==> config.mk <==
export PLATFORM = sky130hd
export DESIGN_NAME = mc_ctrl
export DESIGN_NICKNAME = d
export VERILOG_FILES = /design/src/rtl/ctrl_pkg.sv /design/src/rtl/ctrl_decode.sv /design/src/rtl/mc_ctrl.sv
export SDC_FILE = /design/constraint.sdc
export NUM_CORES = 1
export LEC_CHECK = 0
export ABC_AREA = 0
export CAP_MARGIN = 40
export CELL_PAD_IN_SITES_DETAIL_PLACEMENT = 1
export CELL_PAD_IN_SITES_GLOBAL_PLACEMENT = 1
export CORE_ASPECT_RATIO = 0.75
export CORE_MARGIN = 8
export CORE_UTILIZATION = 37
export DETAILED_ROUTE_END_ITERATION = 8
export GPL_TIMING_DRIVEN = 0
export PLACE_DENSITY = 0.86
export SYNTH_ARGS = -nofsm -noshare
export SYNTH_HDL_FRONTEND = slang
export SYNTH_HIERARCHICAL = 1
export SYNTH_SLANG_ARGS = --single-unit
==> constraint.sdc <==
create_clock -name clk -period 5.2 [get_ports clk]
set_input_delay 0.52 -clock clk [delete_from_list [all_inputs] [get_ports clk]]
set_output_delay 0.52 -clock clk [all_outputs]
set_load 0.1 [all_outputs]
==> src/rtl/ctrl_pkg.sv <==
// Shared constants for the multicycle controller: opcodes, state encoding,
// datapath select codes and instruction-class indices.
package ctrl_pkg;

  localparam logic [5:0] OpRtype = 6'b000000;
  localparam logic [5:0] OpOri   = 6'b001101;
  localparam logic [5:0] OpLw    = 6'b100011;
  localparam logic [5:0] OpSw    = 6'b101011;
  localparam logic [5:0] OpBeq   = 6'b000100;
  localparam logic [5:0] OpLui   = 6'b001111;
  localparam logic [5:0] OpJ     = 6'b000010;
  localparam logic [5:0] OpJal   = 6'b000011;

  localparam logic [5:0] FnAddu = 6'b100001;
  localparam logic [5:0] FnSubu = 6'b100011;
  localparam logic [5:0] FnJr   = 6'b001000;

  typedef enum logic [2:0] {
    StFetch  = 3'd0,
    StDecode = 3'd1,
    StExe    = 3'd2,
    StMem    = 3'd3,
    StWb     = 3'd4
  } state_e;

  localparam logic [1:0] ExtZero = 2'b00;
  localparam logic [1:0] ExtSign = 2'b01;
  localparam logic [1:0] ExtLui  = 2'b10;

  localparam logic [1:0] NpcPc4    = 2'b00;
  localparam logic [1:0] NpcBranch = 2'b01;
  localparam logic [1:0] NpcJump   = 2'b10;
  localparam logic [1:0] NpcReg    = 2'b11;

  localparam logic [2:0] AluNop = 3'd0;
  localparam logic [2:0] AluAdd = 3'd1;
  localparam logic [2:0] AluSub = 3'd2;
  localparam logic [2:0] AluOr  = 3'd3;
  localparam logic [2:0] AluLui = 3'd4;

  localparam logic [1:0] RegDstRt = 2'b00;
  localparam logic [1:0] RegDstRd = 2'b01;
  localparam logic [1:0] RegDstRa = 2'b10;

  localparam logic [1:0] WdAlu = 2'b00;
  localparam logic [1:0] WdMem = 2'b01;
  localparam logic [1:0] WdPc4 = 2'b10;

  // Bit positions in the one-hot instruction-class vector.
  localparam int unsigned ClsAddu = 0;
  localparam int unsigned ClsSubu = 1;
  localparam int unsigned ClsJr   = 2;
  localparam int unsigned ClsOri  = 3;
  localparam int unsigned ClsLw   = 4;
  localparam int unsigned ClsSw   = 5;
  localparam int unsigned ClsBeq  = 6;
  localparam int unsigned ClsLui  = 7;
  localparam int unsigned ClsJ    = 8;
  localparam int unsigned ClsJal  = 9;
  localparam int unsigned NumCls  = 10;

endpackage

==> src/rtl/ctrl_decode.sv <==
// Combinational instruction classifier: op/funct to a one-hot class vector,
// with illegal raised when no class matches.
module ctrl_decode
  import ctrl_pkg::*;
(
  input  logic [5:0]        op,
  input  logic [5:0]        funct,
  output logic [NumCls-1:0] cls,
  output logic              illegal
);

  always_comb begin
    cls = '0;
    unique case (op)
      OpRtype: begin
        unique case (funct)
          FnAddu:  cls[ClsAddu] = 1'b1;
          FnSubu:  cls[ClsSubu] = 1'b1;
          FnJr:    cls[ClsJr]   = 1'b1;
          default: cls          = '0;
        endcase
      end
      OpOri:   cls[ClsOri] = 1'b1;
      OpLw:    cls[ClsLw]  = 1'b1;
      OpSw:    cls[ClsSw]  = 1'b1;
      OpBeq:   cls[ClsBeq] = 1'b1;
      OpLui:   cls[ClsLui] = 1'b1;
      OpJ:     cls[ClsJ]   = 1'b1;
      OpJal:   cls[ClsJal] = 1'b1;
      default: cls         = '0;
    endcase
  end

  assign illegal = ~|cls;

endmodule

==> src/rtl/mc_ctrl.sv <==
// Multicycle MIPS-subset controller (FETCH/DECODE/EXE/MEM/WB) with a retired
// instruction counter. Define CTRL_MEMWAIT_EN to stall FETCH/MEM on mem_ready.
module mc_ctrl
  import ctrl_pkg::*;
(
  input  logic        clk,
  input  logic        reset,
  input  logic [5:0]  op,
  input  logic [5:0]  funct,
  input  logic        zero,
  input  logic        mem_ready,
  output logic        PCWr,
  output logic        IRWr,
  output logic        RFWr,
  output logic        DMWr,
  output logic [1:0]  EXTOp,
  output logic [1:0]  NPCOp,
  output logic [2:0]  ALUOp,
  output logic        ALUSrc,
  output logic [1:0]  RegDst,
  output logic [1:0]  WDSel,
  output logic [2:0]  state,
  output logic        illegal,
  output logic [31:0] instr_cnt
);

  state_e            state_q, state_d;
  logic [31:0]       cnt_q;
  logic [NumCls-1:0] cls;
  logic              dec_illegal;
  logic              mem_go;
  logic              pc_wr, ir_wr, rf_wr, dm_wr;

  ctrl_decode u_decode (
    .op      (op),
    .funct   (funct),
    .cls     (cls),
    .illegal (dec_illegal)
  );

`ifdef CTRL_MEMWAIT_EN
  assign mem_go = mem_ready;
`else
  logic unused_mem_ready;
  assign unused_mem_ready = mem_ready;
  assign mem_go = 1'b1;
`endif

  always_comb begin
    state_d = state_q;
    pc_wr   = 1'b0;
    ir_wr   = 1'b0;
    rf_wr   = 1'b0;
    dm_wr   = 1'b0;
    NPCOp   = NpcPc4;
    ALUOp   = AluNop;
    ALUSrc  = 1'b0;
    RegDst  = RegDstRt;
    WDSel   = WdAlu;
    illegal = 1'b0;
    unique case (state_q)
      StFetch: begin
        ir_wr = mem_go;
        pc_wr = mem_go;
        if (mem_go) state_d = StDecode;
      end
      StDecode: begin
        state_d = StExe;
        if (cls[ClsJ] || cls[ClsJal]) begin
          pc_wr   = 1'b1;
          NPCOp   = NpcJump;
          state_d = StFetch;
        end
        if (cls[ClsJal]) begin
          rf_wr  = 1'b1;
          RegDst = RegDstRa;
          WDSel  = WdPc4;
        end
        if (cls[ClsJr]) begin
          pc_wr   = 1'b1;
          NPCOp   = NpcReg;
          state_d = StFetch;
        end
        if (dec_illegal) begin
          illegal = 1'b1;
          state_d = StFetch;
        end
      end
      StExe: begin
        state_d = StWb;
        if (cls[ClsBeq]) begin
          pc_wr   = zero;
          NPCOp   = NpcBranch;
          ALUOp   = AluSub;
          state_d = StFetch;
        end
        if (cls[ClsLw] || cls[ClsSw]) begin
          ALUSrc  = 1'b1;
          ALUOp   = AluAdd;
          state_d = StMem;
        end
        if (cls[ClsAddu]) ALUOp = AluAdd;
        if (cls[ClsSubu]) ALUOp = AluSub;
        if (cls[ClsOri]) begin
          ALUOp  = AluOr;
          ALUSrc = 1'b1;
        end
        if (cls[ClsLui]) begin
          ALUOp  = AluLui;
          ALUSrc = 1'b1;
        end
      end
      StMem: begin
        dm_wr = cls[ClsSw] & mem_go;
        if (mem_go) state_d = cls[ClsLw] ? StWb : StFetch;
      end
      StWb: begin
        rf_wr   = 1'b1;
        RegDst  = (cls[ClsAddu] || cls[ClsSubu]) ? RegDstRd : RegDstRt;
        WDSel   = cls[ClsLw] ? WdMem : WdAlu;
        state_d = StFetch;
      end
      default: state_d = StFetch;
    endcase
  end

  always_comb begin
    EXTOp = ExtZero;
    if (cls[ClsLui]) EXTOp = ExtLui;
    else if (cls[ClsLw] || cls[ClsSw] || cls[ClsBeq]) EXTOp = ExtSign;
  end

  always_ff @(posedge clk or negedge reset) begin
    if (!reset) begin
      state_q <= StFetch;
      cnt_q   <= '0;
    end else begin
      state_q <= state_d;
      if (state_q != StFetch && state_d == StFetch) cnt_q <= cnt_q + 32'd1;
    end
  end

  // Write enables are masked while reset is held so an aborted instruction never commits.
  assign PCWr      = pc_wr & reset;
  assign IRWr      = ir_wr & reset;
  assign RFWr      = rf_wr & reset;
  assign DMWr      = dm_wr & reset;
  assign state     = state_q;
  assign instr_cnt = cnt_q;

endmodule

==> results of run 1 <==
-- kinds of logic (layout without fill, tap and decap cells) --
logic type | Yosys count | in the layout
flip-flops | 35 | 35
buffers and inverters | 11 | 138
AND/OR/NAND/NOR | 121 | 121
multiplexers | 1 | 1
adder cells (fa/ha/maj) | 1 | 1
XOR/XNOR | 31 | 31
AO/OA/AOI/OAI | 14 | 14
-- power by group --
group	internal (mW)	switching, mW
registers	0.299	0.0535
clock network	0.104	0.118
logic	0.262	0.481
-- cell type report --
type	instances	area, sq um	share of cell area, %
buffer	8	55.1	1.41
clock buffer	6	82.6	2.11
clock inverter	1	5.00	0.128
inverter	3	11.3	0.288
multi-input combinational	168	1160	29.7
sequential	35	876	22.4
tap	75	93.8	2.40
timing repair buffer	120	1620	41.5
-- worst register-to-register path: stages, from the launching register on --
cell and delay, ns:
dfrtp_1 0.47, clkbuf_1 0.34, nand3_1 0.24, a31oi_4 0.15, nor4_2 0.46, buf_6 0.25, nand3_1 0.13, xnor2_1 0.25
-- registers in the layout, summed over array words and instances, names as in the netlist --
register,cells
state,3
instr_cnt,32
-- cells in the mapped netlist, types with 2 or more instances --
master / instances
nor3b_1: 5
nor2b_1: 2
and2_1: 4
buf_2: 2
dfrtp_1: 35
and3_1: 8
or4_4: 2
nor2_1: 21
nand2b_1: 2
nand4_1: 7
xnor2_1: 24
xor2_1: 7
nor4b_1: 2
nand3_2: 6
nand4_2: 4
o21ai_0: 2
nand2_1: 20
nor3_1: 12
nand3_1: 11
buf_4: 2
buf_6: 2
a21oi_1: 6
inv_1: 3
a211oi_1: 2
clkbuf_1: 2
-- layer usage --
metal	share of wire [%]	GRT usage (%)	vias to the layer above
li1	-	-	1007
met1	38	34.9	1279
met2	48	50.6	168
met3	7.6	7.60	77
met4	6.5	14.5	0
met5	0	0.592	-
-- worst min-delay path by stage --
| stage | startpoint | to | depth (start not counted) |
|---|---|---|---|
| 2_1_floorplan | reset | instr_cnt[0] | 0 |
| 3_3_place_gp | instr_cnt[31] | instr_cnt[31] | 1 |
| 3_5_place_dp | instr_cnt[21] | instr_cnt[21] | 1 |
| 4_1_cts | reset | instr_cnt[21] | 1 |
| 5_1_grt | reset | instr_cnt[19] | 1 |
| 6_report | reset | instr_cnt[31] | 1 |
==> results.py, run 1 <==
metrics = {
    "power_and_ir_drop": {
        "p_per_area_mw_per_mm2": 337,
        "total_power_mw": 1.32,
        "power.leakage_nw": 1.67,
        "peakVddDrop_v": 0.000249,
    },
    "global_route": {
        "grt_start_max_net_pins": 38,
        "grt_pass1_vias": 2718,
        "grt_pass1_wl_mm": 18.0,
        "grt_antenna_before_repair": 0,
        "grt-ovfl-total": 0,
        "grt_usage_pct": 30.0,
    },
    "setup_path": {
        "worstSetupPathType": "in2out",
        "cpMostUsedCell": "nor3_1",
        "crit_path_end": "ALUOp[1]",
        "r2r-end": "instr_cnt[28]",
        "cpLargestDelayFamily": "simple AND/OR/NAND/NOR gates",
        "setup.worst_path.start_class": "input pin",
        "critPathMaxFanout": 7,
        "cp_slowest_cell": "or4_4",
        "crit_required_ns": 4.68,
        "slowest_delay_ns": 0.63,
        "r2r_slack_ns": 2.81,
        "crit_buf_inv": 3,
        "crit_arrival_ns": 3.80,
        "path_cells": "clkdlybuf4s50_1 > or4_4 > or3_4 > nor3_1 > nor3_1 > a211oi_1 > nor3_1 > clkdlybuf4s50_1 > buf_16",
        "crit_path_start": "op[3]",
        "r2r_cells": 7,
        "rr_startpoint": "state[1]",
        "cp.depth": 9,
        "cp-end-kind": "output pin",
    },
    "timing": {
        "fin_setup_tns_ns": 0,
        "tightestPinTransition_ns": 0.910,
        "fin_crit_sh_pct": 83.1,
        "slew_headroom_pct": 39.4,
        "slew_violations": 0,
        "setup-violations-final": 0,
        "fin_crit_ns": 4.32,
        "rsz0062_at_grt": "no",
        "fin_worst_skew_ns": 0.00999,
        "hold_viol": 0,
        "fmax_mhz": 232,
        "whs_ns": 0.347,
        "setup_ws_ns": 0.880,
    },
    "placement": {
        "port-buffer-count": 66,
        "dpl.cell_count": 408,
        "place_ws_ns": 1.01,
        "dp_hpwl_mm": 8.15,
        "place.gp.congestion": 0.802,
        "placed_area_sq_mm": 0.00381,
    },
    "synthesis": {
        "async_reset_ff_share_pct": 100,
        "synthMuxAreaShare_pct": 0.476,
        "synth_area_per_cell_sq_um": 9.83,
        "ys.flop_type": "dfrtp_1",
        "synth_top_family_by_area": "simple AND/OR/NAND/NOR gates",
        "synth_cell_types": 46,
        "synth_top_area_share_pct": 41.6,
        "synth_xor_area_share_pct": 12.9,
        "synthTopCellsByArea": "dfrtp_1, xnor2_1, nor2_1",
        "syn_inst": 214,
        "synth_edf_count": 0,
        "synth.net_count": 231,
        "ys_ff_latch": 35,
        "syn_area_sq_mm": 0.00210,
        "yosys.area_share.simple_pct": 35.3,
        "synth.largest_area_cell": "dfrtp_1",
        "ys.warnings.count": 6,
        "synth_fa_ha_area_share_pct": 0.595,
        "synth-seq-area-share_pct": 41.6,
        "synth_compound_area_share_pct": 5.95,
    },
    "detailed_routing": {
        "viasPerCell": 6.08,
        "dr.first_iter.drc_count": 208,
        "wl_per_cell_um": 31.4,
        "routed_wl_mm": 13.1,
        "ant_nets": 0,
        "vias": 2531,
        "drt_pre_antenna_iters": 4,
        "drc": 0,
    },
    "floorplanning": {
        "die_area_sq_mm": 0.00838,
        "die_h_um": 81.3,
        "num_io_pins": 68,
        "dieWidth_um": 103,
        "core_area_sq_mm": 0.00541,
        "start_util_pct": 38.9,
        "rows": 23,
    },
    "run": {
        "cap_viol_max_count": 0,
    },
    "cts": {
        "clock_latency_ns": 0.31,
        "cts.sink_count": 35,
        "postCtsSetupBuffers": 0,
        "hold_buffers": 0,
        "cts_tree": "built",
        "clk_pin_slew_ns": 0.09,
        "cts_buffers": 5,
        "cts_resized": 0,
        "htreeDepth": 2,
        "cts.path.max_buffers": 2,
        "root_buffer": "clkbuf_8",
    },
    "finish": {
        "fill_cells": 527,
        "num-nets-final": 358,
        "instances_no_fill": 416,
        "layout_commonest_cell": "clkdlybuf4s50_1",
        "num_antenna_cells": 0,
        "syn2layout_area_growth_pct": 85.7,
        "final_cell_mix": "clkdlybuf4s50_1, buf_8, dfrtp_1",
        "drive_gt1_share_pct": 26.4,
        "final_util_pct": 72.2,
        "final_cell_area_sq_mm": 0.00391,
    },
    "min_path": {
        "holdCritPathClass": "in2async",
    },
    "outcome": {
        "status": "finished, final reports clean",
    },
}
(Power assumes the default switching activity.)
==> run 2: changes to the inputs <==
- CORE_UTILIZATION: 37 -> 31
- PLACE_DENSITY: 0.86 -> 0.77
- clock period: 5.2 -> 3.6 ns (I/O delays scaled with it)
==> run 2 against run 1 <==
- final cell count rose by 2.6%
- cell area did not move
- wire length fell by 38%
- clock power rose by 30%
- first-iteration DRC count fell by 79%
- combinational power rose by 33%
- non-clock buffer count rose by 1
- worst hold slack improved by 0.045 ns
- utilization fell by 14 points
- register-to-register slack got worse by 1.4 ns
- sequential power rose by 38%
- critical path depth rose by 1
- largest cell class unchanged
- highest routed layer unchanged
==> results.py, run 2 (synthesized netlist as in run 1, its figures left out) <==
metrics = {
    "global_route": {
        "grt_usage_pct": 16.9,
        "grt_pass1_vias": 2388,
        "grt-ovfl-total": 0,
        "grt_pass1_wl_mm": 13.1,
        "grt_antenna_before_repair": 0,
        "grt_start_max_net_pins": 37,
    },
    "finish": {
        "drive_gt1_share_pct": 27.7,
        "final_cell_area_sq_mm": 0.00391,
        "num-nets-final": 359,
        "largest_reg_flops": 32,
        "final_util_pct": 58.3,
        "final_cell_mix": "clkdlybuf4s50_1, buf_8, dfrtp_1",
        "num_antenna_cells": 0,
        "syn2layout_area_growth_pct": 85.7,
        "instances_no_fill": 427,
        "layout_commonest_cell": "clkdlybuf4s50_1",
        "fill_cells": 726,
    },
    "power_and_ir_drop": {
        "total_power_mw": 1.76,
        "p_per_area_mw_per_mm2": 451,
        "peakVddDrop_v": 0.000327,
        "power.leakage_nw": 1.67,
    },
    "detailed_routing": {
        "drt_pre_antenna_iters": 4,
        "viasPerCell": 5.07,
        "ant_nets": 0,
        "wl_per_cell_um": 19.1,
        "routed_wl_mm": 8.17,
        "vias": 2163,
        "dr.first_iter.drc_count": 44,
        "drc": 0,
    },
    "timing": {
        "setup_ws_ns": 0.147,
        "fin_setup_tns_ns": 0,
        "fin_crit_sh_pct": 95.9,
        "fin_worst_skew_ns": 0.0145,
        "slew_violations": 0,
        "slew_headroom_pct": 55.5,
        "whs_ns": 0.392,
        "tightestPinTransition_ns": 0.662,
        "hold_viol": 0,
        "setup-violations-final": 0,
        "rsz0062_at_grt": "no",
        "fin_crit_ns": 3.45,
        "fmax_mhz": 290,
    },
    "floorplanning": {
        "core_area_sq_mm": 0.00670,
        "die_area_sq_mm": 0.00970,
        "dieWidth_um": 111,
        "rows": 26,
        "num_io_pins": 68,
        "die_h_um": 87.3,
        "start_util_pct": 31.4,
    },
    "setup_path": {
        "crit_arrival_ns": 3.09,
        "slowest_delay_ns": 0.55,
        "cp_slowest_cell": "clkdlybuf4s50_1",
        "crit_buf_inv": 3,
        "crit_path_start": "op[4]",
        "rr_startpoint": "state[1]",
        "critPathMaxFanout": 5,
        "setup.worst_path.start_class": "input pin",
        "cp.depth": 10,
        "cp-end-kind": "output pin",
        "crit_required_ns": 3.24,
        "cpLargestDelayFamily": "simple AND/OR/NAND/NOR gates",
        "crit_path_end": "PCWr",
        "r2r-end": "instr_cnt[28]",
        "path_cells": "clkdlybuf4s50_1 > or4_4 > or3_4 > nor2_4 > nor3_1 > a21oi_1 > a21oi_1 > nor2_1 > clkdlybuf4s50_1 > buf_8",
        "r2r_cells": 7,
        "r2r_slack_ns": 1.45,
        "worstSetupPathType": "in2out",
    },
    "cts": {
        "clk_pin_slew_ns": 0.08,
        "htreeDepth": 2,
        "root_buffer": "clkbuf_8",
        "cts.sink_count": 35,
        "postCtsSetupBuffers": 0,
        "cts_tree": "built",
        "cts_buffers": 5,
        "cts.path.max_buffers": 2,
        "clock_latency_ns": 0.30,
    },
    "outcome": {
        "status": "finished, final reports clean",
    },
    "placement": {
        "place.gp.congestion": 0.843,
        "dpl.cell_count": 419,
        "port-buffer-count": 66,
        "dp_hpwl_mm": 6.58,
        "placed_area_sq_mm": 0.00381,
        "place_ws_ns": -0.0823,
    },
    "run": {
        "cap_viol_max_count": 0,
    },
    "min_path": {
        "holdCritPathClass": "in2async",
    },
}
-- run 2: how the worst min path moves through the flow --
| stage | cells after the start | startpoint | to |
|---|---|---|---|
| 5_1_grt | 2 | reset | instr_cnt[23] |
| 3_3_place_gp | 1 | instr_cnt[31] | instr_cnt[31] |
| 6_report | 2 | reset | instr_cnt[23] |
| 4_1_cts | 2 | reset | instr_cnt[23] |
| 2_1_floorplan | 0 | reset | instr_cnt[0] |
| 3_5_place_dp | 1 | reset | instr_cnt[23] |
-- run 2: report_power, final --
part	total [mW]	leakage (nW)	switching (mW)	internal [mW]
clock network	0.289	0.0412	0.153	0.135
registers	0.488	0.473	0.0546	0.433
logic	0.985	1.15	0.613	0.372
total	1.76	1.67	0.821	0.940
-- run 2: cell type report --
cell class              count  area [sq um]  area share [%]
clock inverters             2          12.5           0.320
well taps                  84           105            2.69
inverters                   3          11.3           0.288
multi-input cells         168          1180            30.3
repair buffers            121          1590            40.7
plain buffers               8          55.1            1.41
clock buffers               6          72.6            1.86
flip-flops and latches     35           876            22.4
-- run 2: layer usage --
layer  up-vias  global-route usage (%)  share of wire, %
met5         -                       0                 0
met4         0                    6.88               2.9
met3        17                    3.44               3.4
met2        43                    30.8                53
met1      1096                    19.2                40
li1       1007                       -                 -
-- run 2: worst reg2reg max path: cells and delay by family, from the launching register on --
family	cells	cell delay, ns
buffers and inverters	2	0.52
AND/OR/NAND/NOR	3	0.80
XOR/XNOR	1	0.16
AO/OA/AOI/OAI	1	0.13
flip-flops	1	0.43
-- run 2: what timing repair did --
item / CTS / global route
gates resized for setup: 2 / 3
hold endpoints to repair: 1 / 0
endpoints found under the setup margin: 2 / 3
hold buffers: 1 / 0
